==> src/rtl/n64_pkg.sv <==
// Shared definitions for the N64 console transmitter and controller receiver.
// State encoding, pulse-width timing in microseconds and standard command bytes.
package n64_pkg;

   typedef enum logic [2:0] {
      IDLE,
      BIT_LOW,
      BIT_HIGH,
      STOP_LOW,
      STOP_HIGH,
      DONE
   } tx_state_t;

   localparam int BIT_US       = 4;
   localparam int ONE_LOW_US   = 1;
   localparam int ZERO_LOW_US  = 3;
   localparam int STOP_LOW_US  = 1;
   localparam int STOP_HIGH_US = 2;

   localparam logic [7:0] CMD_INFO  = 8'h00;
   localparam logic [7:0] CMD_POLL  = 8'h01;
   localparam logic [7:0] CMD_READ  = 8'h02;
   localparam logic [7:0] CMD_WRITE = 8'h03;

   // Segment lengths are counted 0..us-1 in a 3-bit microsecond counter.
   function automatic logic [2:0] us_last(input int us);
      return 3'(us - 1);
   endfunction

endpackage

==> src/rtl/n64_us_tick.sv <==
// Microsecond prescaler: counts 0..CLKS_PER_US-1 and pulses tick_o on the last count.
// clr_i holds the count at 0 so the first tick lands exactly CLKS_PER_US cycles after release.
module n64_us_tick #(
   parameter int CLKS_PER_US = 14
) (
   input  logic clk_i,
   input  logic rst_i,
   input  logic clr_i,
   output logic tick_o
);

   localparam int CW = $clog2(CLKS_PER_US);
   localparam logic [CW-1:0] LAST = CW'(CLKS_PER_US - 1);

   logic [CW-1:0] cnt_q;

   always_ff @(posedge clk_i) begin
      if (rst_i || clr_i) begin
         cnt_q <= '0;
      end else if (cnt_q == LAST) begin
         cnt_q <= '0;
      end else begin
         cnt_q <= cnt_q + 1'b1;
      end
   end

   assign tick_o = (cnt_q == LAST);

endmodule

==> src/rtl/n64_cmd_tx.sv <==
// N64 console command transmitter: pulse-width encodes cmd_i MSB first, then a console stop bit.
// Outputs are registered; the frame is (4*NUM_BITS+3) us of busy followed by a one-cycle done_o.
module n64_cmd_tx
   import n64_pkg::*;
#(
   parameter int CLKS_PER_US = 14,
   parameter int NUM_BITS    = 8
) (
   input  logic                clk_i,
   input  logic                rst_i,
   input  logic                start_i,
   input  logic [NUM_BITS-1:0] cmd_i,
   output logic                busy_o,
   output logic                done_o,
   output logic                n64_low_o
);

   localparam int BW = (NUM_BITS > 1) ? $clog2(NUM_BITS) : 1;

   tx_state_t           state_q;
   logic [NUM_BITS-1:0] sr_q;
   logic [BW-1:0]       idx_q;
   logic [2:0]          us_q;
   logic                low_q;
   logic                busy_q;
   logic                done_q;
   logic                tick;
   logic [2:0]          low_last;

   // Prescaler is held in IDLE so it restarts in phase with every accepted start.
   n64_us_tick #(
      .CLKS_PER_US (CLKS_PER_US)
   ) u_tick (
      .clk_i  (clk_i),
      .rst_i  (rst_i),
      .clr_i  (state_q == IDLE),
      .tick_o (tick)
   );

   assign low_last = sr_q[NUM_BITS-1] ? us_last(ONE_LOW_US) : us_last(ZERO_LOW_US);

   // us_q runs across the whole 4 us data bit; the low phase only decides where the edge falls.
   always_ff @(posedge clk_i) begin
      if (rst_i) begin
         state_q <= IDLE;
         sr_q    <= '0;
         idx_q   <= '0;
         us_q    <= '0;
         low_q   <= 1'b0;
         busy_q  <= 1'b0;
         done_q  <= 1'b0;
      end else begin
         done_q <= 1'b0;
         case (state_q)
            IDLE: begin
               if (start_i) begin
                  sr_q    <= cmd_i;
                  idx_q   <= BW'(NUM_BITS - 1);
                  us_q    <= '0;
                  low_q   <= 1'b1;
                  busy_q  <= 1'b1;
                  state_q <= BIT_LOW;
               end
            end
            BIT_LOW: begin
               if (tick) begin
                  us_q <= us_q + 3'd1;
                  if (us_q == low_last) begin
                     low_q   <= 1'b0;
                     state_q <= BIT_HIGH;
                  end
               end
            end
            BIT_HIGH: begin
               if (tick) begin
                  if (us_q == us_last(BIT_US)) begin
                     us_q  <= '0;
                     low_q <= 1'b1;
                     if (idx_q == '0) begin
                        state_q <= STOP_LOW;
                     end else begin
                        idx_q   <= idx_q - 1'b1;
                        sr_q    <= sr_q << 1;
                        state_q <= BIT_LOW;
                     end
                  end else begin
                     us_q <= us_q + 3'd1;
                  end
               end
            end
            STOP_LOW: begin
               if (tick) begin
                  if (us_q == us_last(STOP_LOW_US)) begin
                     us_q    <= '0;
                     low_q   <= 1'b0;
                     state_q <= STOP_HIGH;
                  end else begin
                     us_q <= us_q + 3'd1;
                  end
               end
            end
            STOP_HIGH: begin
               if (tick) begin
                  if (us_q == us_last(STOP_HIGH_US)) begin
                     us_q    <= '0;
                     busy_q  <= 1'b0;
                     done_q  <= 1'b1;
                     state_q <= DONE;
                  end else begin
                     us_q <= us_q + 3'd1;
                  end
               end
            end
            DONE: begin
               state_q <= IDLE;
            end
            default: begin
               low_q   <= 1'b0;
               busy_q  <= 1'b0;
               state_q <= IDLE;
            end
         endcase
      end
   end

   assign n64_low_o = low_q;
   assign busy_o    = busy_q;
   assign done_o    = done_q;

endmodule

==> config.mk <==
export PLATFORM = sky130hd
export DESIGN_NAME = n64_cmd_tx
export DESIGN_NICKNAME = d
export VERILOG_FILES = /design/src/rtl/n64_pkg.sv /design/src/rtl/n64_us_tick.sv /design/src/rtl/n64_cmd_tx.sv
export SDC_FILE = /design/constraint.sdc
export NUM_CORES = 1
export LEC_CHECK = 0
export CAP_MARGIN = 20
export CORE_MARGIN = 4
export CORE_UTILIZATION = 45
export DETAILED_ROUTE_END_ITERATION = 10
export PLACE_DENSITY = 0.65
export SLEW_MARGIN = 30
export SYNTH_ARGS = -nofsm -noshare
export SYNTH_HDL_FRONTEND = slang
export SYNTH_HIERARCHICAL = 1
export SYNTH_SLANG_ARGS = --single-unit
==> constraint.sdc <==
create_clock -name clk_i -period 1.6 [get_ports clk_i]
set_input_delay 0.48 -clock clk_i [delete_from_list [all_inputs] [get_ports clk_i]]
set_output_delay 0.48 -clock clk_i [all_outputs]
set_load 0.02 [all_outputs]
==> qor.csv, run 1 <==
metric,value,unit
max-cap violations,0,
Final Core Density,0.729,
power density over cell area,750,nW/um^2
Max Fclk,0.579,GHz
Final ANT Viol Nets,0,
vias,1350,
"Net count, final",226,
WL/cell,16.0,um
Max VDD drop,0.000455,V
initial detailed-routing violation count,133,
Ports,14,
Core ar.,2830,um^2
Pre-antenna DRT Iters,4,
CTS root buffer,clkbuf_4,
crit path buf inv count,3,
area of the mapped netlist,1370,um^2
GR Util All Layers,0.175,
R2R setup slack,-0.12,ns
synth warn,6,
Detailed Place HPWL,2340,um
DRC Markers,0,
initial antenna violation count,0,
Clock Tree Buf Depth,2,
CTS tree,built,
Pleak,0.790,nW
Post-synth ARST share,0,
CP max FO,5,
clk_lat worst skew,0.32,ns
# diodes,0,
PortBufs,13,
ys flop type,dfxtp_1,
syn nets,183,
RSZ-0062 raised after global routing,yes,
Netlist cell types,43,
worst endpoint required time,1.82,ns
crit path kind,input pin to flop,
GPL Wtd Cong,0.795,
share of layout cells above drive strength 1,0.439,
Slew headroom,0.679,
Worst setup SP type,input pin,
pin count of the biggest net entering global routing,21,
Post-synth EDFFs,0,
failing checks,setup timing,
CP arrival,1.95,ns
Period minus WS final,1.73,ns
"Hold Vio Cnt, Final",0,
"Remaining Overflow, GRT",0,
Crit. End Element,flop,
setup violators final,16,
via-per-instance ratio,5.72,
clock skew,0.00869,ns
Final WS setup,-0.126,ns
outcome,"finished, violations left",
post-synthesis register bit count,24,
area grow syn2layout,50.7,%
"Seq/Total Area, Yosys",0.351,
Initial Utilization,0.484,
global-route wire length before repair,5690,um
routed wire length,3770,um
Cell Rows,19,
Setup WS pre-CTS,-0.371,ns
clock-pin transition on the worst setup and hold timing paths,0.14,ns
htree depth,1,
clock sink count,24,
worst path cell trace,clkdlybuf4s50_1 -> nor2b_2 -> a41oi_4 -> nor3_4 -> buf_6 -> clkbuf_16 -> nor2_2 -> a311oi_1,
worst slew pin tran,0.478,ns
final hold slack,0.493,ns
fin crit share,1.08,
max-slew violations,0,
CP max stage cell,clkdlybuf4s50_1,
Syn Area/Cell,8.40,um^2
CP top delay family,buffers and inverters,
FILL cells,207,
die area,3990,um^2
Gate Count Post-Synth,163,
type of the worst min-delay path,flop to flop,
total CTS buffers,3,
die span in y,63.2,um
CP max stage delay,0.47,ns
die width,63.2,um
number of global-route vias before repair,1321,
area by class of cell:
type                       instances  area, um^2  area share
multi-input combinational        120        1020       0.493
clock buffer                       4        36.3      0.0176
sequential                        24         489       0.237
tap                               31        38.8      0.0188
inverter                           8        30.0      0.0146
timing repair buffer              49         452       0.219
report_power, final:
group / switching (mW) / internal [mW] / total [mW] / leakage [nW]
clock network: 0.194 / 0.139 / 0.334 / 0.0210
registers: 0.0553 / 0.651 / 0.706 / 0.200
logic: 0.237 / 0.272 / 0.508 / 0.570
layout by cell type (no fill, tap or decap), drive strengths merged, types with 2 or more instances in the layout:
master,Yosys,routed
xnor2,2,2
dlygate4sd2,0,3
inv,8,8
o21ai,8,8
nor3,5,5
clkdlybuf4s50,0,10
nor2b,4,4
or3,3,3
a211oi,2,2
a22o,2,2
buf,8,35
clkbuf,3,5
nand3,5,5
dfxtp,24,24
nand3b,2,2
nor2,18,18
mux2i,2,2
ha,9,9
nand2,20,20
nand2b,4,4
a21oi,7,7
a311oi,10,10
registers in the layout, indices dropped and copies added (netlist names):
register / count
us_q: 3
u_tick/cnt_q: 4
sr_q: 8
state_q: 3
idx_q: 3
busy_o: 1
n64_low_o: 1
done_o: 1
per-layer routing:
metal / GRT usage / share of wire / vias to the layer above
met5: 0 / 0 / -
met4: 0.0496 / 0.011 / 0
met2: 0.336 / 0.55 / 26
met3: 0.0266 / 0.033 / 5
met1: 0.196 / 0.41 / 651
li1: - / - / 668
cell usage after synthesis, types with 2 or more instances:
| master | n | share of area |
|---|---|---|
| buf_2 | 4 | 0.015 |
| xnor2_1 | 2 | 0.013 |
| a21oi_1 | 7 | 0.026 |
| buf_6 | 2 | 0.016 |
| o21ai_0 | 7 | 0.026 |
| clkbuf_1 | 3 | 0.0082 |
| nor2b_1 | 4 | 0.018 |
| nor3_1 | 4 | 0.015 |
| nand3_1 | 5 | 0.018 |
| or3_1 | 2 | 0.0091 |
| buf_4 | 2 | 0.011 |
| nand2b_1 | 3 | 0.014 |
| ha_1 | 9 | 0.082 |
| nand2_1 | 20 | 0.055 |
| a311oi_1 | 10 | 0.064 |
| a22o_1 | 2 | 0.013 |
| mux2i_1 | 2 | 0.015 |
| a211oi_1 | 2 | 0.011 |
| nor2_1 | 18 | 0.049 |
| inv_1 | 8 | 0.022 |
| nand3b_1 | 2 | 0.011 |
| dfxtp_1 | 24 | 0.35 |
path summary, 6_finish.rpt:
check                        startpoint                     end  depth (start not counted)
max                             start_i    sr_q[2]$_SDFFE_PP0P_                          8
min reg2reg      n64_low_o$_SDFFE_PP0P_  n64_low_o$_SDFFE_PP0P_                          2
max reg2reg  u_tick/cnt_q[1]$_SDFF_PP0_    sr_q[2]$_SDFFE_PP0P_                          9
min              n64_low_o$_SDFFE_PP0P_  n64_low_o$_SDFFE_PP0P_                          2
stage by stage:
| stage | area, um^2 | std cells | TNS (ns) | total power [mW] |
|---|---|---|---|---|
| after floorplan | 1380 | 163 | -0.00800 | 0.909 |
| after global placement | 1710 | 224 | -4.21 | 1.05 |
| after detailed placement | 1710 | 224 | -4.84 | 1.06 |
| after CTS | 1860 | 232 | -0.302 | 1.43 |
| after global routing | 2060 | 236 | -2.11 | 1.64 |
| final | 2060 | 236 | -0.799 | 1.55 |
what timing repair did:
action,4_1_cts,5_1_grt
cloned,1,2
pin swaps,10,26
endpoints found under the setup margin,19,19
resized for setup,21,46
setup buffers,5,4
hold buffers,0,0
worst register-to-register path, cell delays in order, from the launching register on:
cell       delay, ns
dfxtp_2         0.35
inv_2           0.06
ha_4            0.12
and3_4          0.23
a41oi_4         0.11
nor3_4          0.18
buf_6           0.15
clkbuf_16       0.15
nor2_2          0.04
a311oi_1        0.24
logic make-up (layout without fill, tap and decap cells):
kind of cell | Yosys count | in the layout | synth area share
and+or+nand+nor | 66 | 66 | 0.241
AOI/OAI and AO/OA | 39 | 39 | 0.208
DFF | 24 | 24 | 0.351
buffers and inverters | 19 | 61 | 0.0722
adders and majority gates | 9 | 9 | 0.0823
xor gates and xnor gates | 3 | 3 | 0.0192
muxes | 3 | 3 | 0.0256
No activity file was read; power rests on OpenSTA's default activity.
==> inputs of run 2 (changes only) <==
CTS_CLUSTER_SIZE = 14   (was unset)
==> results of run 2 <==
Same layout as run 1: the final DEF is identical, and so are final timing and power.
==> inputs of run 3 (changes only) <==
ABC_CLOCK_PERIOD_IN_PS = 2000   (was unset)
PLACE_DENSITY = unset   (was 0.65)
PLACE_DENSITY_LB_ADDON = 0.1   (was unset)
clock period = 2 ns   (was 1.6 ns; I/O delays follow)
==> run 3 against run 2 <==
Net effect: the flow now finishes without violations; largest power group unchanged; non-clock buffer count is 23 lower; critical path type is now flop to primary output; clock power is 39% lower; largest cell class unchanged; sequential power is 21% lower; power is 34% lower; core utilization is 16 points lower; cell area is 22% lower; via count is 9.6% lower; worst setup slack better by 0.26 ns; final cell count is 10% lower; critical path depth is 7 lower.
==> qor.csv, run 3 (same netlist as run 1, synthesis figures left out) <==
metric,value,unit,change
Final Core Density,0.568,,-0.161
FILL cells,268,,+29%
Detailed Place HPWL,2130,um,-9.1%
"Net count, final",203,,-10%
clk_lat worst skew,0.30,ns,-0.02 ns
CP arrival,1.27,ns,-0.68 ns
Total Neg Setup Slack,0,ns,+0.799 ns
area grow syn2layout,17.5,%,
Pre-antenna DRT Iters,4,,unchanged
clock sink count,24,,unchanged
Initial Utilization,0.484,,unchanged
CTS tree,built,,
worst slew pin tran,0.485,ns,+0.00749 ns
PortBufs,13,,unchanged
final hold slack,0.441,ns,-0.0520 ns
share of layout cells above drive strength 1,0.149,,-0.290
R2R setup slack,0.22,ns,+0.34 ns
pin count of the biggest net entering global routing,21,,unchanged
worst r2r dst,sr_q[5]$_SDFFE_PP0P_,,
"Hold Vio Cnt, Final",0,,unchanged
Slew headroom,0.676,,-0.00298
CTS Hold Bufs,0,,unchanged
r2r startpoint,u_tick/cnt_q[1]$_SDFF_PP0_,,
die area,3990,um^2,unchanged
crit path kind,flop to primary output,,
outcome,finished clean,,
Worst setup SP type,flop,,
Ports,14,,unchanged
post-CTS setup buffers,0,,-5
Core ar.,2830,um^2,unchanged
CP max FO,2,,-3
worst setup path endpoint,busy_o,,
Clock Tree Buf Depth,2,,unchanged
global-route wire length before repair,4890,um,-14%
"most common cell after layout, fill and taps aside",dfxtp_1,,
Final Non-Filler Cells,212,,-10%
Final WS setup,0.130,ns,+0.256 ns
Period minus WS final,1.87,ns,
Final ANT Viol Nets,0,,unchanged
post-CTS resize count,0,,-100%
Largest register FFs,8,,unchanged
vias,1221,,-9.6%
number of global-route vias before repair,1114,,-16%
WP depth,1,,-7
fin crit share,0.935,,
power density over cell area,632,nW/um^2,-16%
CP max stage cell,clkdlybuf4s50_1,,
routed wire length,2790,um,-26%
"Most flops, register",sr_q,,
htree depth,1,,unchanged
worst path cell trace,clkdlybuf4s50_1,,
hold wc startpoint,u_tick/cnt_q[0]$_SDFF_PP0_,,
hold depth,1,,-1
top flop regs,"sr_q (8), u_tick/cnt_q (4)",,
setup violators final,0,,-16
via-per-instance ratio,5.76,,+0.68%
GR Util All Layers,0.149,,-0.0261
Pleak,0.604,nW,-24%
# placed instances,209,,-6.7%
Max Fclk,0.535,GHz,
Setup WS pre-CTS,-0.129,ns,+0.243 ns
FF-to-FF path depth,8,,-1
RSZ-0062 raised after global routing,no,,
max-slew violations,0,,unchanged
"commonest cells after routing, fill and taps aside","dfxtp_1 (21), nand2_1 (20), nor2_1 (18)",,
clock skew,0.00664,ns,-0.00205 ns
worst endpoint required time,1.40,ns,-0.42 ns
Max VDD drop,0.000349,V,-23%
initial antenna violation count,0,,unchanged
type of the worst min-delay path,flop to flop,,
max-cap violations,0,,unchanged
die width,63.2,um,unchanged
CP top delay family,buffers and inverters,,
Critical Path Source,busy_o$_SDFFE_PP0P_,,
Cell Rows,19,,unchanged
Crit. End Element,primary output,,
DRC Markers,0,,unchanged
# diodes,0,,unchanged
crit path buf inv count,1,,-2
die span in y,63.2,um,unchanged
total CTS buffers,3,,unchanged
"Remaining Overflow, GRT",0,,unchanged
clock-pin transition on the worst setup and hold timing paths,0.13,ns,about the same
GPL Wtd Cong,0.822,,+3.4%
CTS root buffer,clkbuf_4,,
initial detailed-routing violation count,41,,-69%
WL/cell,13.2,um,-18%
CP max stage delay,0.62,ns,+0.15 ns
run 3: changes by cell type in the layout (fill, tap and decap cells not counted), moves of 5 or more:
cell | previous run | this run
a21oi_2 | 5 | 0
nor2_4 | 5 | 0
buf_4 | 28 | 12
o21ai_0 | 2 | 7
nor2_1 | 9 | 18
a311oi_1 | 3 | 10
a311oi_2 | 7 | 0
a21oi_1 | 2 | 7
run 3: power by group:
part / total [mW] / switching [mW] / internal [mW]
logic: 0.256 / 0.121 / 0.134
registers: 0.556 / 0.0370 / 0.518
clock network: 0.205 / 0.135 / 0.0702
run 3: cell type report:
| cell class | instances | area [um^2] | share of cell area |
|---|---|---|---|
| tap | 31 | 38.8 | 0.0241 |
| inverter | 8 | 30.0 | 0.0187 |
| sequential | 24 | 484 | 0.301 |
| multi-input combinational | 120 | 792 | 0.493 |
| timing repair buffer | 26 | 240 | 0.149 |
| clock buffer | 3 | 22.5 | 0.0140 |
run 3: worst min path at each step:
stage	slack [ns]	endpoint
final	0.44	u_tick/cnt_q[0]$_SDFF_PP0_
after floorplan	0.43	u_tick/cnt_q[0]$_SDFF_PP0_
after detailed placement	0.46	u_tick/cnt_q[0]$_SDFF_PP0_
after global placement	0.45	u_tick/cnt_q[0]$_SDFF_PP0_
after CTS	0.49	sr_q[0]$_SDFFE_PP0P_
after global routing	0.48	u_tick/cnt_q[0]$_SDFF_PP0_
run 3: per-layer routing:
| metal | up-vias | wire, um | GRT usage |
|---|---|---|---|
| met3 | 2 | 90 | 0.0284 |
| met1 | 585 | 1290 | 0.185 |
| met5 | - | 0 | 0 |
| met2 | 19 | 1400 | 0.260 |
| met4 | 0 | 14 | 0.0413 |
| li1 | 615 | - | - |
run 3: per-stage QoR:
stage	instance area (um^2)	power, mW
floorplan	1370	0.725
finish	1610	1.02
global route	1610	1.10
detailed placement	1580	0.823
CTS	1600	1.03
global placement	1580	0.814
